$ cat src/rtl/regfile_access_ctrl.sv
// Sole master of an 8 x 16-bit register file: accepts single writes and 1-8 beat
// wrapping read bursts, sequences the register-file strobes and returns one response per access.
module regfile_access_ctrl #(
    parameter int unsigned DATA_W   = 16,
    parameter int unsigned ADDR_W   = 4,
    parameter int unsigned NUM_REGS = 8
) (
    input  logic              CLK,
    input  logic              RST,
    input  logic              req_valid,
    output logic              req_ready,
    input  logic              req_write,
    input  logic [ADDR_W-1:0] req_addr,
    input  logic [DATA_W-1:0] req_wdata,
    input  logic [2:0]        req_len,
    output logic              resp_valid,
    input  logic              resp_ready,
    output logic [DATA_W-1:0] resp_data,
    output logic              resp_last,
    output logic              resp_err,
    output logic [DATA_W-1:0] WrData,
    output logic [ADDR_W-1:0] Address,
    output logic              WrEn,
    output logic              RdEn,
    input  logic [DATA_W-1:0] RdData
);

    typedef enum logic [2:0] {IDLE, WR, RD, CAPT, RESP, ERR} state_t;

    state_t            state;
    state_t            state_next;
    logic [2:0]        beats_left;
    logic              accept;
    logic              illegal;
    logic [ADDR_W-1:0] addr_next;

    assign accept    = req_valid && req_ready;
    assign illegal   = 32'(req_addr) >= NUM_REGS;
    assign addr_next = (Address == ADDR_W'(NUM_REGS - 1)) ? '0 : Address + ADDR_W'(1);

    always_ff @(posedge CLK or posedge RST) begin
        if (RST) begin
            state <= IDLE;
        end else begin
            state <= state_next;
        end
    end

    always_comb begin
        state_next = state;
        case (state)
            IDLE: begin
                if (accept) begin
                    if (illegal)        state_next = ERR;
                    else if (req_write) state_next = WR;
                    else                state_next = RD;
                end
            end
            WR:   state_next = RESP;
            ERR:  state_next = RESP;
            RD:   state_next = CAPT;
            CAPT: state_next = RESP;
            RESP: begin
                if (resp_ready) state_next = resp_last ? IDLE : RD;
            end
            default: state_next = IDLE;
        endcase
    end

    // req_ready is gated by RST so it reads low for the whole reset pulse.
    always_comb begin
        req_ready  = 1'b0;
        resp_valid = 1'b0;
        WrEn       = 1'b0;
        RdEn       = 1'b0;
        case (state)
            IDLE:    req_ready  = !RST;
            WR:      WrEn       = 1'b1;
            RD:      RdEn       = 1'b1;
            RESP:    resp_valid = 1'b1;
            default: ;
        endcase
    end

    // Address doubles as the burst's current address; it only moves on legal accepts and beat handshakes.
    always_ff @(posedge CLK or posedge RST) begin
        if (RST) begin
            beats_left <= '0;
            resp_data  <= '0;
            resp_last  <= 1'b0;
            resp_err   <= 1'b0;
            Address    <= '0;
            WrData     <= '0;
        end else begin
            case (state)
                IDLE: begin
                    if (accept) begin
                        resp_err <= 1'b0;
                        if (!illegal) begin
                            Address    <= req_addr;
                            beats_left <= req_write ? 3'd0 : req_len;
                            if (req_write) WrData <= req_wdata;
                        end
                    end
                end
                WR: begin
                    resp_data <= '0;
                    resp_last <= 1'b1;
                end
                ERR: begin
                    resp_data <= '0;
                    resp_last <= 1'b1;
                    resp_err  <= 1'b1;
                end
                CAPT: begin
                    resp_data <= RdData;
                    resp_last <= (beats_left == 3'd0);
                end
                RESP: begin
                    if (resp_ready && !resp_last) begin
                        Address    <= addr_next;
                        beats_left <= beats_left - 3'd1;
                    end
                end
                default: ;
            endcase
        end
    end

endmodule

$ cat config.mk
export PLATFORM = sky130hd
export DESIGN_NAME = regfile_access_ctrl
export DESIGN_NICKNAME = d
export VERILOG_FILES = /design/src/rtl/regfile_access_ctrl.sv
export SDC_FILE = /design/constraint.sdc
export NUM_CORES = 1
export LEC_CHECK = 0
export ABC_AREA = 1
export CAP_MARGIN = 20
export CORE_MARGIN = 2
export CORE_UTILIZATION = 35
export DETAILED_ROUTE_END_ITERATION = 6
export PLACE_DENSITY_LB_ADDON = 0.1
export RECOVER_POWER = 50
export SYNTH_ARGS = -nofsm -noshare
export SYNTH_HDL_FRONTEND = slang
export SYNTH_SLANG_ARGS = --single-unit
$ cat constraint.sdc
create_clock -name CLK -period 2.8 [get_ports CLK]
set_input_delay 0.56 -clock CLK [delete_from_list [all_inputs] [get_ports CLK]]
set_output_delay 0.56 -clock CLK [all_outputs]
set_load 0.005 [all_outputs]
Word level (Yosys, flattened, before mapping)

Cells that the tools add are included.

Register bits: 44
Bits in latches: 0
RAM bits: 0
Bits in read-only memories: 0
Bits of input ports: 44
Output and inout port bits: 42
Memories kept: 0

$add $sub $neg: 2
$mul: 0
Div/mod/pow operators: 0
Magnitude comparators: 1
Eq/ne operators: 10
Shifts and indexed selects: 0
Multiplexer cells: 24
Bitwise gates (word level): 1
Reduce and logical (&&, ||, !) cells: 15

Operators with widths:

| kind                                              | count |
|---|---|
| one-hot mux 16 bit (2 select lines)               | 1 |
| 2-to-1 mux 3 bit                                  | 7 |
| 2-to-1 mux 4 bit                                  | 4 |
| one-hot mux 3 bit (4 select lines)                | 1 |
| != test 2 bit (second input constant)             | 4 |
| one-hot mux 4 bit (2 select lines)                | 1 |
| AND reduction 4 bit                               | 2 |
| == test 3 x 2 -> 1 bit (second input constant)    | 2 |
| == test 3 bit (second input constant)             | 2 |
| logical NOT 3 bit                                 | 2 |
| one-hot mux 3 bit (2 select lines)                | 1 |
| nonzero test 2 bit                                | 3 |
| 2-to-1 mux 1 bit                                  | 5 |
| adder 4 x 1 -> 4 bit (second input constant)      | 1 |
| == test 4 x 3 -> 1 bit (second input constant)    | 1 |
| >= comparator 4 bit (second input constant)       | 1 |
| 2-to-1 mux 2 bit                                  | 2 |
| one-hot mux 1 bit (2 select lines)                | 2 |
| AND reduction 2 bit                               | 2 |
| == test 3 x 1 -> 1 bit (second input constant)    | 1 |
| OR reduction 3 bit                                | 1 |
| subtractor 3 x 1 -> 3 bit (second input constant) | 1 |
| logical AND 1 bit                                 | 2 |
| logical NOT 1 bit                                 | 2 |
| other kinds (2)                                   | 2 |

Longest topological paths before layout

Gate-level depths: netlist (run 1).

Depth after elaboration: 5
Mapped depth: 8
Depth with buffers taken out: 8

Worst setup path after synthesis (run 1)

No wires, ideal clock.

Kind: input port to flip-flop
Start point: input RST
End point: register Address[3]
Setup time: 0.065 ns
Arrival time: 2.092 ns
Required time: 2.735 ns
Path slack: 0.643 ns
Stages: 5
Path buffers: 0
Path through: inv_1 -> a21oi_1 -> nor2_1 -> nand3_1 -> nand2_1

Word-level cells in the longest chain between the ends: 5

Ends and longest elaborated chain:

| what                          | line | RTL |
|---|---|---|
| start, declared               | 9    | `input logic RST,` |
| logical NOT 1 bit (no line)   | --   |  |
| 2-to-1 mux 1 bit              | 76   | `case (state)` |
| logical AND 1 bit             | 37   | `assign accept = req_valid && req_ready;` |
| != test 2 bit (no line)       | --   |  |
| AND reduction 4 bit (no line) | --   |  |
| end signal, assigned          | 100  | `Address <= req_addr;` |
| end signal, assigned          | 121  | `Address <= addr_next;` |
| end, declared                 | 22   | `output logic [ADDR_W-1:0] Address,` |

Every way passes these cells.
A chain may end at the register's enable or synchronous reset.

Worst setup path in the final report (run 1)

Start point: input RST
End point: output req_ready

Word-level cells in the longest chain between the ends: 2

Ends and longest elaborated chain:

| what                        | line | RTL |
|---|---|---|
| logical NOT 1 bit (no line) | --   |  |
| 2-to-1 mux 1 bit            | 76   |  |
| end, declared               | 11   | `output logic req_ready,` |

Every way passes these cells.

==> results of run 1 <==
[cells by family after synthesis]
group,after synthesis
flops,44
compound gates,31
buf+inv,41
simple gates,127
fa+ha+maj,3
xor+xnor,1
[routing by layer]
layer	part of all wire [%]	global-route usage [%]	wire length, µm	up-vias
li1	-	-	-	960
met1	47	21.70	2332	859
met2	47	27.50	2304	63
met3	5.7	3.933	282	2
met4	0.47	4.407	23	0
met5	0	0	0	-
[metrics by stage]
stage | setup WS [ns] | hold slack, ns | std cells | cell area (µm²) | power [mW]
finish | 0.4570 | 0.4742 | 409 | 3024 | 2.845
global route | 0.3584 | 0.4905 | 409 | 3024 | 3.125
detailed placement | 0.4977 | 0.4583 | 402 | 2969 | 2.524
CTS | 0.4730 | 0.4778 | 409 | 3047 | 2.908
global placement | 0.5047 | 0.4552 | 402 | 2969 | 2.502
floorplan | 0.6431 | 0.4491 | 247 | 2034 | 1.752
[state kept, by name (all words and copies together) (netlist names)]
name        count
Address         4
beats_left      3
WrData         16
resp_last       1
resp_data      16
resp_err        1
state           3
[tightest hold or removal path: stages (launching register included)]
cell and delay, ns:
dfrtp_1 0.35, nand2_1 0.05, nand2_1 0.04
[worst min path at each step]
stage          slack (ns)     startpoint  cells past startpoint             to
3_3_place_gp         0.46     WrData[14]                      2     WrData[14]
5_1_grt              0.49      WrData[1]                      2      WrData[1]
3_5_place_dp         0.46     WrData[13]                      2     WrData[13]
6_report             0.47     WrData[13]                      2     WrData[13]
2_1_floorplan        0.45  beats_left[0]                      2  beats_left[0]
4_1_cts              0.48     WrData[13]                      2     WrData[13]
[report_power, final]
part	switching (mW)	internal [mW]	total, mW
clock	0.199	0.170	0.369
combinational	0.639	0.737	1.38
sequential	0.188	0.912	1.10
[area by class of cell]
class                   count  area (µm²)  share of cell area (%)
flip-flops and latches     44        1101                   36.41
repair buffers             89       874.6                   28.92
multi-input cells         162       749.5                   24.78
inverters                  35       131.4                   4.344
well taps                  72       90.09                   2.979
clock buffers               6       72.57                   2.400
clock inverters             1       5.005                  0.1655
[cell usage in the layout (no fill, tap or decap), types with 2 or more instances in the layout]
cell type / netlist / final
clkdlybuf4s50_1: 0 / 84
nand2_1: 81 / 81
dfrtp_1: 44 / 44
inv_1: 33 / 32
nand3_1: 30 / 31
o21ai_0: 21 / 21
nor2_1: 9 / 9
clkbuf_8: 0 / 5
o21ai_1: 3 / 3
a21oi_1: 3 / 3
ha_1: 3 / 3
inv_2: 2 / 2
o22ai_1: 2 / 2
clkbuf_1: 2 / 2
buf_4: 1 / 2
==> summary.txt, run 1 <==
Placed design
  • DP Wirelength: 3574 µm
  • I/O Buffers: 85
  • Final RePlAce weighted congestion: 0.8026

Finish
  • Number of fill cells: 547
  • P&R area growth vs syn: 48.65%
  • Final Core Density: 54.25%
  • # nets final: 384
  • Share of cells above drive strength 1: 4.748%
  • Diodes inserted: 0

Die
  • Die area: 0.006438 mm²
  • Die span in y: 80.24 µm
  • Starting density of the core: 36.50%
  • Num ports: 86
  • Core footprint: 0.005574 mm²
  • Die W: 80.24 µm
  • Row cnt: 27

Drt
  • DR WL/cell: 12.08 µm
  • Vias per cell: 4.606
  • Routed Antenna Nets: 0
  • First-pass iteration count of the detailed router: 5
  • Initial DRC count: 94
  • Final WL: 4942 µm
  • Via count: 1884
  • Drc violations: 0

Critical path
  • CP max FO: 4
  • WS Path Type: in -> out
  • Top delay family on crit path: buffers and inverters
  • Worst flop-to-flop path startpoint: state[2]
  • WP depth: 3
  • Slowest-stage cell, CP: dlygate4sd3_1
  • CP required: 2.24 ns
  • Setup crit end kind: primary output
  • R2R Path End: WrData[10]
  • Crit path to: req_ready
  • Worst EP arrival: 1.78 ns
  • Crit path cell chain: dlygate4sd3_1, nor2_1, clkdlybuf4s50_1
  • Reg2Reg Depth: 6
  • CP peak stage delay: 0.60 ns
  • Crit start category: primary input
  • Buf/Inv on CP: 2
  • Worst reg-to-reg setup slack: 0.80 ns
  • Critical Path Start: RST

Global route
  • Largest net degree at the start of global routing: 45
  • GRT Total Usage: 16.58%
  • Vias in the first global route: 1869
  • Initial antenna violation count: 0
  • First-pass GRT wire length: 8431 µm
  • Global route overflow: 0

Synth
  • Synthesis-stage register bit count: 44
  • Adder-cell share of the synthesized area: 1.845%
  • Synth Area per Inst: 8.237 µm²
  • Area of the mapped netlist: 0.002034 mm²
  • Cells after synthesis: 247
  • Most common cell in the netlist: nand2_1
  • Synth Area in Compound Gates: 8.057%
  • Synth top area share: 54.12%
  • Cell variety after synth: 25
  • Syn_nets: 294
  • Synth warn: 0
  • Most used DFF post-synth: dfrtp_1
  • Largest family of logic cells by synthesized area: simple AND/OR/NAND/NOR gates
  • Cell taking the most area after synthesis: dfrtp_1
  • Async SR Flop Fraction: 100.0%
  • Simple-Gate Fraction of Synth Area: 27.31%
  • Mux cell area share after synthesis: 0%
  • Main area contributors after synthesis: dfrtp_1 (54%), nand2_1 (15%), nand3_1 (7.4%)
  • Register area share after synthesis: 54.12%
  • Xor/xnor share of the synthesized area: 0.4305%
  • EDFF count, synth: 0
  • Synth top cells by count: nand2_1 (81), dfrtp_1 (44), inv_1 (33)

Clocking
  • Longest Clk Path Bufs: 2
  • CTS Buf Count: 5
  • H-Tree Depth: 2
  • Clk root buf: clkbuf_8
  • Post-CTS setup buffer count: 0
  • CTS Sinks: 44
  • Worst skew pair latency: 0.29 ns
  • Hold_buf cts: 0
  • CTS tree: built
  • Gates resized, CTS repair: 0
  • Clock Pin Slew Worst Setup and Hold Paths: 0.07 ns

Flow run
  • Max Cap Viol: 0

Power
  • Pwr per Cell Area: 940.9 mW/mm²
  • Leak: 1.494 nW
  • Max IR drop VDD: 543.9 µV

STA
  • Worst Max-Slew Pin Slew: 1.095 ns
  • RSZ-0062 raised after global routing: false
  • Peak Freq: 0.4268 GHz
  • Final hold vios: 0
  • Setup TNS: 0 ns
  • Part of the cycle the worst path needs: 83.68%
  • Max Slew Vio Count: 0
  • Max-slew headroom: 27.02%
  • Worst Skew: 0.005354 ns
  • Final setup viols: 0
  • Tmin final: 2.343 ns

Outcome
  • Status: finished, final reports clean

Min path
  • Worst hold-check path type: reg -> reg
(Power assumes the default switching activity.)
==> run 2: changes to the inputs <==
==> constraint.sdc (replaced) <==
create_clock -name CLK -period 2.4 [get_ports CLK]
set_input_delay 0.48 -clock CLK [delete_from_list [all_inputs] [get_ports CLK]]
set_output_delay 0.48 -clock CLK [all_outputs]
set_load 0.005 [all_outputs]
==> run 2 against run 1 <==
  * First-iteration DRC count down 18%
  * Sequential share of layout area down 0.18 points
  * Worst setup slack worse by 0.17 ns
  * Sequential cell count unchanged
  * Sequential power up 16%
==> summary.txt, run 2 (synthesized netlist as in run 1, its figures left out) <==
Drt
  • First-pass iteration count of the detailed router: 4 (-1)
  • DR WL/cell: 11.75 µm (-2.7%)
  • Met1 WL: 2266 µm (-2.8%)
  • Met2 Routed Length: 2239 µm (-2.8%)
  • Vias per cell: 4.534 (-1.6%)
  • Drc violations: 0 (unchanged)
  • Via count: 1868 (-0.85%)
  • Final WL: 4842 µm (-2.0%)
  • Initial DRC count: 77 (-18%)
  • Routed Antenna Nets: 0 (unchanged)
  • DR top layer: met4
  • Met3 wire length: 308 µm (+9.2%)

Clocking
  • H-Tree Depth: 2 (unchanged)
  • Clock Pin Slew Worst Setup and Hold Paths: 0.07 ns (about the same)
  • Hold_buf cts: 0 (unchanged)
  • Gates resized, CTS repair: 0 (unchanged)
  • CTS Sinks: 44 (unchanged)
  • Clk root buf: clkbuf_8
  • CTS Buf Count: 5 (unchanged)
  • CTS tree: built
  • Worst skew pair latency: 0.28 ns (about the same)
  • Post-CTS setup buffer count: 0 (unchanged)
  • Longest Clk Path Bufs: 2 (unchanged)

Finish
  • Share of cells above drive strength 1: 5.294% (+0.55 points)
  • Most frequent cells in the layout: clkdlybuf4s50_1 (84), nand2_1 (82), dfrtp_1 (44), inv_1 (32), nand3_1 (31)
  • P&R area growth vs syn: 49.38%
  • Final instance area: 0.003039 mm² (+0.50%)
  • # nets final: 387 (+0.78%)
  • Largest registers: WrData: 16 flops, resp_data: 16 flops, Address: 4 flops
  • Commonest non-fill, non-tap cell in the layout: clkdlybuf4s50_1
  • Number of fill cells: 562 (+2.7%)
  • Final std cells w/o fill: 412 (+0.73%)
  • Diodes inserted: 0 (unchanged)

Critical path
  • Setup crit end kind: primary output
  • Crit start category: primary input
  • Critical Path Start: RST
  • CP max FO: 2 (-2)
  • Worst flop-to-flop path startpoint: state[2]
  • WS Path Type: in -> out
  • CP required: 1.92 ns (-0.32 ns)
  • Worst reg-to-reg setup slack: 0.51 ns (-0.29 ns)
  • Reg2Reg Depth: 6 (unchanged)
  • R2R Path End: resp_data[4]
  • Worst EP arrival: 1.64 ns (-0.14 ns)

STA
  • Final Worst Setup Slack: 0.2834 ns (-0.1736 ns)
  • Tmin final: 2.117 ns
  • Final hold vios: 0 (unchanged)
  • RSZ-0062 raised after global routing: false
  • Max-slew headroom: 27.51% (+0.49 points)
  • Part of the cycle the worst path needs: 88.19%
  • Peak Freq: 0.4725 GHz
  • Worst Max-Slew Pin Slew: 1.087 ns (-0.007334 ns)
  • Setup TNS: 0 ns (unchanged)
  • Worst Skew: 0.007299 ns (+0.001945 ns)
  • Final setup viols: 0 (unchanged)
  • Max Slew Vio Count: 0 (unchanged)

Die
  • Row cnt: 27 (unchanged)
  • Num ports: 86 (unchanged)
  • Die area: 0.006438 mm² (unchanged)
  • Starting density of the core: 36.50% (unchanged)
  • Die span in y: 80.24 µm (unchanged)
  • Die W: 80.24 µm (unchanged)
  • Core footprint: 0.005574 mm² (unchanged)

Placed design
  • Pre-CTS WS: 0.4037 ns (-0.09402 ns)
  • DP Wirelength: 3543 µm (-0.88%)
  • I/O Buffers: 85 (unchanged)
  • Placed Area: 0.002992 mm² (+0.76%)
  • Cell count after placement: 405 (+0.75%)
  • Final RePlAce weighted congestion: 0.7819 (-2.6%)

Min path
  • Hold_sp: WrData[14]
  • Worst hold-check path type: reg -> reg
  • Hold Path Cell Cnt: 2 (unchanged)
  • Hold Path End: WrData[14]

Global route
  • Initial antenna violation count: 0 (unchanged)
  • GRT Total Usage: 16.25% (-0.33 points)
  • Vias in the first global route: 1775 (-5.0%)
  • Global route overflow: 0 (unchanged)
  • First-pass GRT wire length: 8176 µm (-3.0%)
  • Largest net degree at the start of global routing: 45 (unchanged)

Flow run
  • Max Cap Viol: 0 (unchanged)

Power
  • Leak: 1.498 nW (+0.25%)
  • Max IR drop VDD: 486.9 µV (-10%)
  • Pwr per Cell Area: 1097 mW/mm² (+17%)
  • Design Power: 3.334 mW (+17%)

Outcome
  • Status: finished, final reports clean
run 2: how the worst max path moves through the flow:
stage                            end  slack (ns)  cells after the start
after global routing      resp_valid        0.22                      4
after global placement     req_ready        0.42                      3
after CTS                  req_ready        0.29                      4
after detailed placement   req_ready        0.40                      3
final                      req_ready        0.28                      3
after floorplan           Address[3]        0.32                      5
run 2: area by class of cell:
cell class	count	area, µm²	area share [%]
flip-flops and latches	44	1101	36.23
well taps	72	90.09	2.964
clock buffers	6	72.57	2.388
multi-input cells	162	742.0	24.41
inverters	35	131.4	4.323
repair buffers	92	897.1	29.52
clock inverters	1	5.005	0.1647
run 2: metal layers:
metal,GRT usage (%),vias up
li1,-,958
met5,0,-
met4,4.576,0
met3,4.157,2
met1,21.21,849
met2,26.67,59
run 2: where the power goes:
group | leakage, nW | internal (mW) | switching (mW)
Combinational | 0.885 | 0.882 | 0.749
Clock | 0.0410 | 0.198 | 0.225
Sequential | 0.572 | 1.06 | 0.217
run 2: through the flow:
| step | utilization, % | hold slack (ns) |
|---|---|---|
| global route | 54.52 | 0.4972 |
| finish | 54.52 | 0.4708 |
| CTS | 55.06 | 0.4767 |
| detailed placement | 53.67 | 0.4575 |
| floorplan | - | 0.4491 |
| global placement | 53.67 | 0.4542 |
run 2: worst max-delay path: stages:
cell	delay [ns]
dlygate4sd3_1	0.55
nor2_1	0.10
clkdlybuf4s50_1	0.50
==> run 3: changes to the inputs <==
--- a/config.mk
+++ b/config.mk
@@ -12,6 +12,7 @@
 export DETAILED_ROUTE_END_ITERATION = 6
 export PLACE_DENSITY_LB_ADDON = 0.1
 export RECOVER_POWER = 50
+export SLEW_MARGIN = 20
 export SYNTH_ARGS = -nofsm -noshare
 export SYNTH_HDL_FRONTEND = slang
 export SYNTH_SLANG_ARGS = --single-unit
==> results of run 3 <==
Same layout as run 2: the final DEF is identical, and so are final timing and power.
